[config.mk]
export PLATFORM = sky130hd
export DESIGN_NAME = serial_add_ctrl
export DESIGN_NICKNAME = d
export VERILOG_FILES = /design/src/rtl/serial_add_ctrl.sv
export SDC_FILE = /design/constraint.sdc
export NUM_CORES = 1
export LEC_CHECK = 0
export CAP_MARGIN = 20
export CELL_PAD_IN_SITES_DETAIL_PLACEMENT = 0
export CELL_PAD_IN_SITES_GLOBAL_PLACEMENT = 1
export CORE_ASPECT_RATIO = 1.75
export CORE_UTILIZATION = 38
export CTS_BUF_LIST = sky130_fd_sc_hd__clkbuf_4 sky130_fd_sc_hd__clkbuf_8
export DETAILED_ROUTE_END_ITERATION = 6
export DONT_BUFFER_PORTS = 1
export PLACE_DENSITY_LB_ADDON = 0.08
export SLEW_MARGIN = 20
export SYNTH_ARGS = -nofsm -noshare
export SYNTH_HDL_FRONTEND = slang
export SYNTH_SLANG_ARGS = --single-unit
[constraint.sdc]
create_clock -name clk -period 3.5 [get_ports clk]
set_clock_uncertainty 0.1 [all_clocks]
set_input_delay 0.525 -clock clk [delete_from_list [all_inputs] [get_ports clk]]
set_output_delay 0.525 -clock clk [all_outputs]
set_load 0.03 [all_outputs]
[src/rtl/serial_add_ctrl.sv]
// serial_add_ctrl: bit-serial add/subtract controller.
// A single full_adder cell is reused for every bit, LSB first, and the
// carry is kept in a flip-flop between cycles. Operands arrive through a
// valid/ready handshake. The result comes back through a second valid/ready
// handshake with the carry-out and the signed overflow flag.

// full_adder: the team's one-bit full adder cell, built from gates.
module full_adder (
  input  logic a,
  input  logic b,
  input  logic c,
  output logic sum,
  output logic carry
);
  logic ab_x;
  logic ab_a;
  logic cx_a;

  assign ab_x  = a ^ b;
  assign ab_a  = a & b;
  assign cx_a  = c & ab_x;
  assign sum   = ab_x ^ c;
  assign carry = ab_a | cx_a;
endmodule

module serial_add_ctrl #(
  parameter int W = 8
) (
  input  logic         clk,
  input  logic         rst_n,
  input  logic         in_valid,
  output logic         in_ready,
  input  logic [W-1:0] a,
  input  logic [W-1:0] b,
  input  logic         cin,
  input  logic         sub,
  output logic         out_valid,
  input  logic         out_ready,
  output logic [W-1:0] sum,
  output logic         cout,
  output logic         ovf,
  output logic         busy
);
  localparam int CW = $clog2(W + 1);
  localparam logic [CW-1:0] LAST = CW'(W - 1);

  typedef enum logic [1:0] {IDLE, RUN, DONE} state_t;

  state_t        state;
  logic [W-1:0]  a_sh;
  logic [W-1:0]  b_sh;
  logic [W-1:0]  res;
  logic [W-1:0]  res_nxt;
  logic          carry;
  logic [CW-1:0] cnt;
  logic          fa_sum;
  logic          fa_carry;

  // The one shared adder cell always looks at the low bits of the shifters.
  full_adder u_fa (
    .a     (a_sh[0]),
    .b     (b_sh[0]),
    .c     (carry),
    .sum   (fa_sum),
    .carry (fa_carry)
  );

  // The new result bit enters from the MSB side, so after W shifts bit 0 is in place.
  always_comb begin
    res_nxt        = res >> 1;
    res_nxt[W-1]   = fa_sum;
  end

  // Controller FSM. Every output is a register, so in_ready never depends on out_ready.
  always_ff @(posedge clk or negedge rst_n) begin
    if (!rst_n) begin
      state     <= IDLE;
      in_ready  <= 1'b1;
      out_valid <= 1'b0;
      busy      <= 1'b0;
      sum       <= '0;
      cout      <= 1'b0;
      ovf       <= 1'b0;
      a_sh      <= '0;
      b_sh      <= '0;
      res       <= '0;
      carry     <= 1'b0;
      cnt       <= '0;
    end else begin
      case (state)
        IDLE: begin
          if (in_valid && in_ready) begin
            a_sh     <= a;
            b_sh     <= sub ? ~b : b;
            carry    <= sub ? 1'b1 : cin;
            cnt      <= '0;
            res      <= '0;
            in_ready <= 1'b0;
            busy     <= 1'b1;
            state    <= RUN;
          end
        end
        RUN: begin
          res   <= res_nxt;
          carry <= fa_carry;
          a_sh  <= a_sh >> 1;
          b_sh  <= b_sh >> 1;
          cnt   <= cnt + CW'(1);
          if (cnt == LAST) begin
            // carry holds the carry into the MSB here, so overflow is that XOR the carry out.
            sum       <= res_nxt;
            cout      <= fa_carry;
            ovf       <= carry ^ fa_carry;
            out_valid <= 1'b1;
            state     <= DONE;
          end
        end
        DONE: begin
          if (out_valid && out_ready) begin
            out_valid <= 1'b0;
            in_ready  <= 1'b1;
            busy      <= 1'b0;
            state     <= IDLE;
          end
        end
        default: begin
          state     <= IDLE;
          in_ready  <= 1'b1;
          out_valid <= 1'b0;
          busy      <= 1'b0;
        end
      endcase
    end
  end
endmodule

==> results by stage, run 1 <==
Power and ir drop:
- The analysis attributes to cell leakage a power of between 0.9 and 1 nW.
- The total power per unit cell area is approximately 860 nW/um^2.
- The worst-case IR drop observed on VDD is 548.7 uV.
- Total power for the finished layout comes to around 1.8 mW.
- The switching power is ~640 uW.
- The internal power contribution is 1.149 mW.
- The combinational share of power is approximately 26%.
- The relative contribution of sequential cells to total power is 53.1%.
- The clock network is responsible for between 20% and 30% of the overall power.
- In this run switching power makes up 35.91% of total power.

Synth:
- The synthesized netlist cell count is 150.
- The dominant synthesized flop cell is sky130_fd_sc_hd__dfrtp_1.
- The post-synthesis simple-gate area fraction is roughly 8%.
- The synthesized netlist contains 37 unique library cells.
- The fraction of post-synthesis cell area in the top cell type by area is between 50% and 60%.
- Summing the areas of all fa, ha and maj instances in the mapped netlist gives ~1.7% of the synthesized area.
- The dominant combinational cell family by area after synthesis is compound AO/OA/AOI/OAI gates.
- The cell area that synthesis handed to floorplanning was around 1900 sq um.
- Yosys attributes the largest share of cell area to sky130_fd_sc_hd__dfrtp_1, sky130_fd_sc_hd__mux2_1, sky130_fd_sc_hd__o221a_1.
- After synthesis, the mean cell area works out to around 13 sq um.
- The number of synthesized register bits is between 40 and 50.
- Summed over all instances, the cell type with the most area after synthesis is sky130_fd_sc_hd__dfrtp_1.
- The synthesized netlist devotes 17.60% of its cell area to compound gates.
- The number of synthesis warnings is 0.
- The post-synthesis sequential area ratio is a little under three fifths.
- The number of synthesized flops with an enable pin is 0.
- The post-synth net total is between 150 and 200.
- Of the total synthesized cell area, the portion taken by XOR and XNOR cells is roughly 4.1%.
- The share of synthesized registers carrying an async set or reset is 100.0%.
- The fraction of synthesized area in multiplexers is under 10%.

STA:
- After layout, the worst path uses around three fifths of the clock period.
- Setup repair after global routing left no endpoint under its margin.
- Setup violations remaining at the end of the flow were counted as 0.
- For the pin with the worst max-slew slack, the measured transition is 0.7916 ns.
- Setup total negative slack on the finished layout was measured at 0 ns.
- The headroom to the max-slew limit is between 40% and 50%.
- The minimum clock period is 2.109 ns.
- Based on the critical path, the design can be clocked at up to approximately 0.47 GHz.
- The final number of hold-violating endpoints came to 0.
- The max-slew violation count was 0.
- The worst hold slack after final layout is between 0.2 and 0.3 ns.

Hold path:
- The worst hold path belongs to the class in2reg.

Placed design:
- The post-DP HPWL is about 2.4 mm.
- Input and output buffers added on the ports amount to 0.
- The placed standard-cell area is between 1500 and 2000 sq um.
- The placer's final routability congestion estimate is approximately 0.75.

Layout:
- At the end of the flow, the number of nets in the layout was 175.
- Relative to the synthesized area, the layout overhead comes to 8.605%.
- After routing the design area is around 2100 sq um.
- 0 antenna diodes ended up in the layout.
- The share of cells above drive strength 1 is 9.211%.

Floorplan:
- The site row count is 33.
- The die is 55.73 microns wide.
- For this configuration, the core starts out at a cell density of 40.42%.
- In this run the standard cell core region covers 4748 sq um.
- The vertical extent of the die is 96.02 microns.
- The full die area is 5350 sq um.
- Pin placement for this block handled 35 I/O pins.

Drt:
- The detailed router's first-iteration violation count is 21.
- The average routed wire per standard cell is between 15 and 20 microns.
- The via count normalized by instance count is 5.809.
- The via count is 1185.
- The DRC violation count after routing is 0.
- The count of TritonRoute iterations in the first routing pass is 4.
- The wire length reported by the detailed router is roughly 3.5 mm.
- The detail route stage leaves a number of antenna-violating nets equal to 0.

Worst setup path:
- The slowest stage of the critical path belongs to the cell sky130_fd_sc_hd__dfrtp_1.
- STA puts the critical path data arrival time at 2.18 ns.
- The cell family contributing the most delay on the critical path is simple AND/OR/NAND/NOR gates.
- Along the worst path, the maximum fanout reaches 18.
- STA classifies the critical path startpoint as a register.
- Together, buffers and inverters on the worst path number 1.
- Traced cell by cell, the critical path runs through nand2b_1, buf_4, nor3_4, mux2_1.
- STA classifies the critical path endpoint as a register.
- The data required time at the worst endpoint is roughly 3.6 ns.
- The setup path with the least slack is of type reg2reg.
- In this design, the stage delay of the slowest critical-path cell is around 0.54 ns.

Clock network:
- The CTS clock-pin slew for the worst setup and hold paths is about 0.080 ns.
- TritonCTS built the clock tree.
- Counting every sink on the clock net gives 43.
- The cell sitting at the root of the clock tree is a sky130_fd_sc_hd__clkbuf_8.
- The total clock buffers created by CTS is 5.
- The insertion delay to the later sink of the worst-skew pair is about 0.29 ns.
- The number of gates given a new drive strength after cts is 0.
- The maximum root-to-sink buffer count is 2.
- CTS built an H-tree with a depth of 2.
- The count of buffers added by post-CTS timing repair for setup is 0.

Global route:
- The first global-routing pass estimated 5.989 mm of wire.
- Entering global routing, the biggest net connects 44 pins.
- The initial antenna violation count was 0.
- The sum of overflow across all layers after global routing is 0.
- The number of global-route vias before repair came to around 1300.
- In the global route stage, overall resource usage came out at approximately 15%.

Status:
- The run finished with clean final reports.

Job:
- The count of max-cap constraint violations is 0.
-- cells in the mapped netlist (2+ instances only) --
cell                       instances
sky130_fd_sc_hd__o221a_1           8
sky130_fd_sc_hd__mux2i_1           7
sky130_fd_sc_hd__nor2_1            3
sky130_fd_sc_hd__o21ai_0           8
sky130_fd_sc_hd__nor2b_1           2
sky130_fd_sc_hd__a22o_1           10
sky130_fd_sc_hd__dfrtp_1          42
sky130_fd_sc_hd__o21ai_1           7
sky130_fd_sc_hd__buf_2             3
sky130_fd_sc_hd__clkbuf_1          3
sky130_fd_sc_hd__a21oi_1           3
sky130_fd_sc_hd__xor2_1            9
sky130_fd_sc_hd__mux2_1           10
sky130_fd_sc_hd__nand2b_1         10
sky130_fd_sc_hd__nand2_1           3
-- logic make-up after synthesis --
logic type / count (synthesis)
AO/OA/AOI/OAI: 44
XOR/XNOR: 9
adder cells (fa/ha/maj): 2
buffers and inverters: 10
flip-flops: 43
multiplexers: 17
AND/OR/NAND/NOR: 25
-- metal layers --
layer / vias to the layer above / share of wire (%) / wire length (microns) / track usage (%)
met5: - / 0 / 0 / 0
met4: 0 / 1.7 / 61 / 5.625
met3: 5 / 3.8 / 133 / 3.763
met2: 29 / 53 / 1863 / 26.81
met1: 605 / 41 / 1444 / 16.44
li1: 546 / - / - / -
-- state kept, by name, summed over array words and instances, names as in the netlist --
signal     cells
cnt            4
busy           1
ovf            1
res            7
in_ready       1
carry          1
out_valid      1
state          2
sum            8
cout           1
a_sh           8
b_sh           8
-- through the flow --
stage | setup WS [ns] | std cells | util (%)
6_report | 1.391 | 204 | 43.90
5_1_grt | 1.252 | 204 | 43.90
4_1_cts | 1.380 | 204 | 43.90
3_5_place_dp | 1.398 | 194 | 40.90
3_3_place_gp | 1.443 | 194 | 40.90
2_1_floorplan | 1.764 | 150 | -
-- worst paths after layout --
kind | start | end | slack (ns) | depth (start not counted)
max | state[1]$_DFFE_PN0P_ | sum[5]$_DFFE_PN0P_ | 1.39 | 4
min | a[7] | a_sh[7]$_DFFE_PN0P_ | 0.26 | 1
max reg2reg | state[1]$_DFFE_PN0P_ | sum[5]$_DFFE_PN0P_ | 1.39 | 4
min reg2reg | res[1]$_DFFE_PN0P_ | sum[0]$_DFFE_PN0P_ | 0.41 | 1
max in group asynchronous | rst_n | in_ready$_DFFE_PN1P_ | 2.43 | 2
min in group asynchronous | rst_n | sum[2]$_DFFE_PN0P_ | 0.59 | 2
-- placed cells by master, fill, tap and decap left out, types with 2 or more instances in the layout --
cell                       instances
sky130_fd_sc_hd__mux2_1           10
sky130_fd_sc_hd__xor2_1            9
sky130_fd_sc_hd__a21oi_1           3
sky130_fd_sc_hd__nor2b_1           2
sky130_fd_sc_hd__dfrtp_1          42
sky130_fd_sc_hd__o21ai_1           7
sky130_fd_sc_hd__mux2i_1           7
sky130_fd_sc_hd__o221a_1           8
sky130_fd_sc_hd__clkbuf_8          5
sky130_fd_sc_hd__nand2_1           3
sky130_fd_sc_hd__o21ai_0           8
sky130_fd_sc_hd__nand2b_1         10
sky130_fd_sc_hd__nor2_1            3
sky130_fd_sc_hd__a22o_1           10
-- what timing repair did --
item                       CTS  global route
hold endpoints to repair    43             0
setup endpoints to repair    0             0
hold buffers                 2             0
-- power groups by stage --
stage	sequential (mW)	combinational (mW)	clock [mW]
2_1_floorplan	0.913	0.394	0
3_3_place_gp	0.962	0.439	0
3_5_place_dp	0.966	0.456	0
4_1_cts	0.958	0.469	0.397
5_1_grt	0.984	0.517	0.413
6_report	0.951	0.459	0.382
-- area by class of cell --
class                   count  area, sq um
clock buffers               5        68.82
clock inverters             3        43.79
fillers                   435         2664
inverters                   1        3.754
multi-input cells          97        788.3
flip-flops and latches     43         1077
well taps                  52        65.06
repair buffers              3        37.54
(Power assumes the default switching activity.)
==> run 2, diff against run 1 <==
==> constraint.sdc (replaced) <==
create_clock -name clk -period 2.15 [get_ports clk]
set_clock_uncertainty 0.1 [all_clocks]
set_input_delay 0.3225 -clock clk [delete_from_list [all_inputs] [get_ports clk]]
set_output_delay 0.3225 -clock clk [all_outputs]
set_load 0.03 [all_outputs]
==> run 2 against run 1 <==
Sequential share of layout area down 0.91 points. Die area stayed put. First-iteration DRC count increased by 33%. Critical endpoint is now ovf$_DFFE_PN0P_.
==> results by stage, run 2 (synthesis gave the netlist of run 1 again) <==
Status:
- The run finished with clean final reports.

Global route:
- The first-pass GRT wire length was 6.258 mm (+4.5%).
- The largest net degree at the start of global routing is 44 (unchanged).
- The number of global-route vias before repair is 1302 (+2.8%).
- The sum of overflow across all layers after global routing was 0 (unchanged).
- The initial antenna violation count is 0 (unchanged).
- The total global routing track utilization is 15.34% (+0.60 points).

Drt:
- The detailed router's first-iteration violation count was 28 (+33%).
- The number of nets with antenna violations after detailed routing is 0 (unchanged).
- The count of TritonRoute iterations in the first routing pass is 4 (unchanged).
- The wire length reported by the detailed router was 3.633 mm (+3.7%).
- The DRC violation count after routing is 0 (unchanged).
- The via count is 1192 (+0.59%).
- The via count normalized by instance count is 5.703 (-1.8%).
- The average routed wire per standard cell came to 17.38 microns (+1.2%).

Floorplan:
- The number of top-level pins is 35 (unchanged).
- The core area is 4748 sq um (unchanged).
- The vertical extent of the die was 96.02 microns (unchanged).
- The starting utilization of the core area came to 40.42% (unchanged).
- The full die area came to 5350 sq um (unchanged).
- The site row count was 33 (unchanged).
- The chip width is 55.73 microns (unchanged).

Placed design:
- The placed standard-cell area is 1979 sq um (+1.9%).
- The placer's final routability congestion estimate is 0.7290 (-2.3%).
- The number of buffer cells added on primary ports is 0 (unchanged).
- The post-DP HPWL is 2.497 mm (+4.8%).
- The count of placed standard cells including taps is 199 (+2.6%).

Clock network:
- The total clock buffers created by CTS is 5 (unchanged).
- The clock tree root buffer cell is sky130_fd_sc_hd__clkbuf_8.
- The insertion delay to the later sink of the worst-skew pair is 0.29 ns (about the same).
- The number of gates given a new drive strength after cts came to 0 (unchanged).
- The number of levels the H-tree was split into is 2 (unchanged).
- The maximum root-to-sink buffer count is 2 (unchanged).
- The number of sinks handled by clock tree synthesis was 43 (unchanged).
- The CTS clock-pin slew for the worst setup and hold paths is 0.08 ns (about the same).
- The count of buffers added by post-CTS timing repair for setup is 0 (unchanged).
- The post-cts hold buffer count is 2 (unchanged).
- TritonCTS built the clock tree.

STA:
- Setup repair after global routing left no endpoint under its margin.
- The minimum clock period was 1.771 ns (-0.3380 ns).
- The worst-margin pin slew is 0.6594 ns (-0.1322 ns).
- The final number of hold-violating endpoints is 0 (unchanged).
- The final total negative setup slack is 0 ns (unchanged).
- The max-slew violation count is 0 (unchanged).
- The final clock period utilization by the worst path is 82.39% (+22 points).
- The headroom to the max-slew limit is 55.88% (+8.8 points).
- The highest attainable clock frequency is 0.5646 GHz (+19%).
- The final count of negative-setup-slack endpoints is 0 (unchanged).

Power and ir drop:
- The worst IR drop on VDD came to 862.3 uV (+57%).
- The leakage power is 0.9864 nW (+2.6%).
- The total power per unit cell area is 1397 nW/um^2 (+63%).

Worst setup path:
- The data required time at the worst endpoint is 2.23 ns (-1.34 ns).
- The data arrival time of the critical path is 1.85 ns (-0.33 ns).
- The startpoint type of the worst setup path is a register.
- The largest driver fanout on the critical path is 12 (-6).
- The category of the most critical setup path is reg2reg.
- The worst setup path is captured at a register.

Layout:
- The layout filler cell count came to 467 (+7.4%).
- The post-route cell area came to 2122 sq um (+1.8%).
- The final cell count without fillers is 209 (+2.5%).
- The share of cells above drive strength 1 is 12.10% (+2.9 points).
- The most frequent standard cell in the layout excluding fill and tap cells is sky130_fd_sc_hd__dfrtp_1.
- The number of antenna diodes is 0 (unchanged).
- The layout overhead on the synthesized area is 10.56%.
- The number of nets in the final layout was 180 (+2.9%).
- The final core utilization was 44.69% (+0.79 points).
- The largest registers in the layout are a_sh x8, b_sh x8, sum x8.
- Leaving out fill and tap cells, the most frequent cells in the layout are sky130_fd_sc_hd__dfrtp_1, sky130_fd_sc_hd__nand2b_1, sky130_fd_sc_hd__a22o_1, sky130_fd_sc_hd__mux2_1, sky130_fd_sc_hd__xor2_1.

Job:
- The count of max-cap constraint violations is 0 (unchanged).

Hold path:
- The path class of the lowest-slack min-delay path is in2reg.
run 2: changes by cell type in the layout (fill, tap and decap cells not counted), sizes merged:
cell	before	now
buf	2	7
run 2: routing by layer:
layer	wire, microns	track usage, %	up-vias
met5	0	0	-
met2	1932	28.21	24
met3	104	3.629	5
met4	58	6.875	0
li1	-	-	556
met1	1537	16.59	607
run 2: path summary, 6_finish.rpt:
kind,from,cells past startpoint,end,slack (ns)
worst max-delay path,cnt[0]$_DFFE_PN0P_,4,ovf$_DFFE_PN0P_,0.38
worst min-delay path,a[7],1,a_sh[7]$_DFFE_PN0P_,0.07
worst max register to register,cnt[0]$_DFFE_PN0P_,4,ovf$_DFFE_PN0P_,0.38
worst min register to register,res[1]$_DFFE_PN0P_,1,sum[0]$_DFFE_PN0P_,0.41
max in group asynchronous,rst_n,2,in_ready$_DFFE_PN1P_,1.30
min in group asynchronous,rst_n,2,res[4]$_DFFE_PN0P_,0.39
run 2: stage by stage:
stage	power (mW)	setup WS [ns]	hold WS, ns
finish	2.965	0.3787	0.06742
detailed placement	2.356	0.3603	-0.07228
global route	3.176	0.2331	0.05096
global placement	2.319	0.4232	-0.07190
floorplan	2.127	0.4143	-0.07309
CTS	3.020	0.3483	0.06012
run 2: layout make-up:
cell class | instances | area [sq um] | share of cell area, %
clock buffers | 5 | 68.82 | 3.243
clock inverters | 3 | 43.79 | 2.064
inverters | 1 | 3.754 | 0.1769
multi-input cells | 97 | 788.3 | 37.15
flip-flops and latches | 43 | 1077 | 50.77
well taps | 52 | 65.06 | 3.066
repair buffers | 8 | 75.07 | 3.538
run 2: where the power goes:
group	switching (mW)	internal, mW	total, mW
Sequential	0.407	1.13	1.54
Combinational	0.380	0.420	0.799
Clock	0.280	0.346	0.626
run 2: worst max-delay path, cell delays in order (launching register included):
cell                      delay [ns]
sky130_fd_sc_hd__dfrtp_1        0.40
sky130_fd_sc_hd__ha_1           0.20
sky130_fd_sc_hd__nand2_1        0.10
sky130_fd_sc_hd__nor3_4         0.48
sky130_fd_sc_hd__mux2_1         0.38
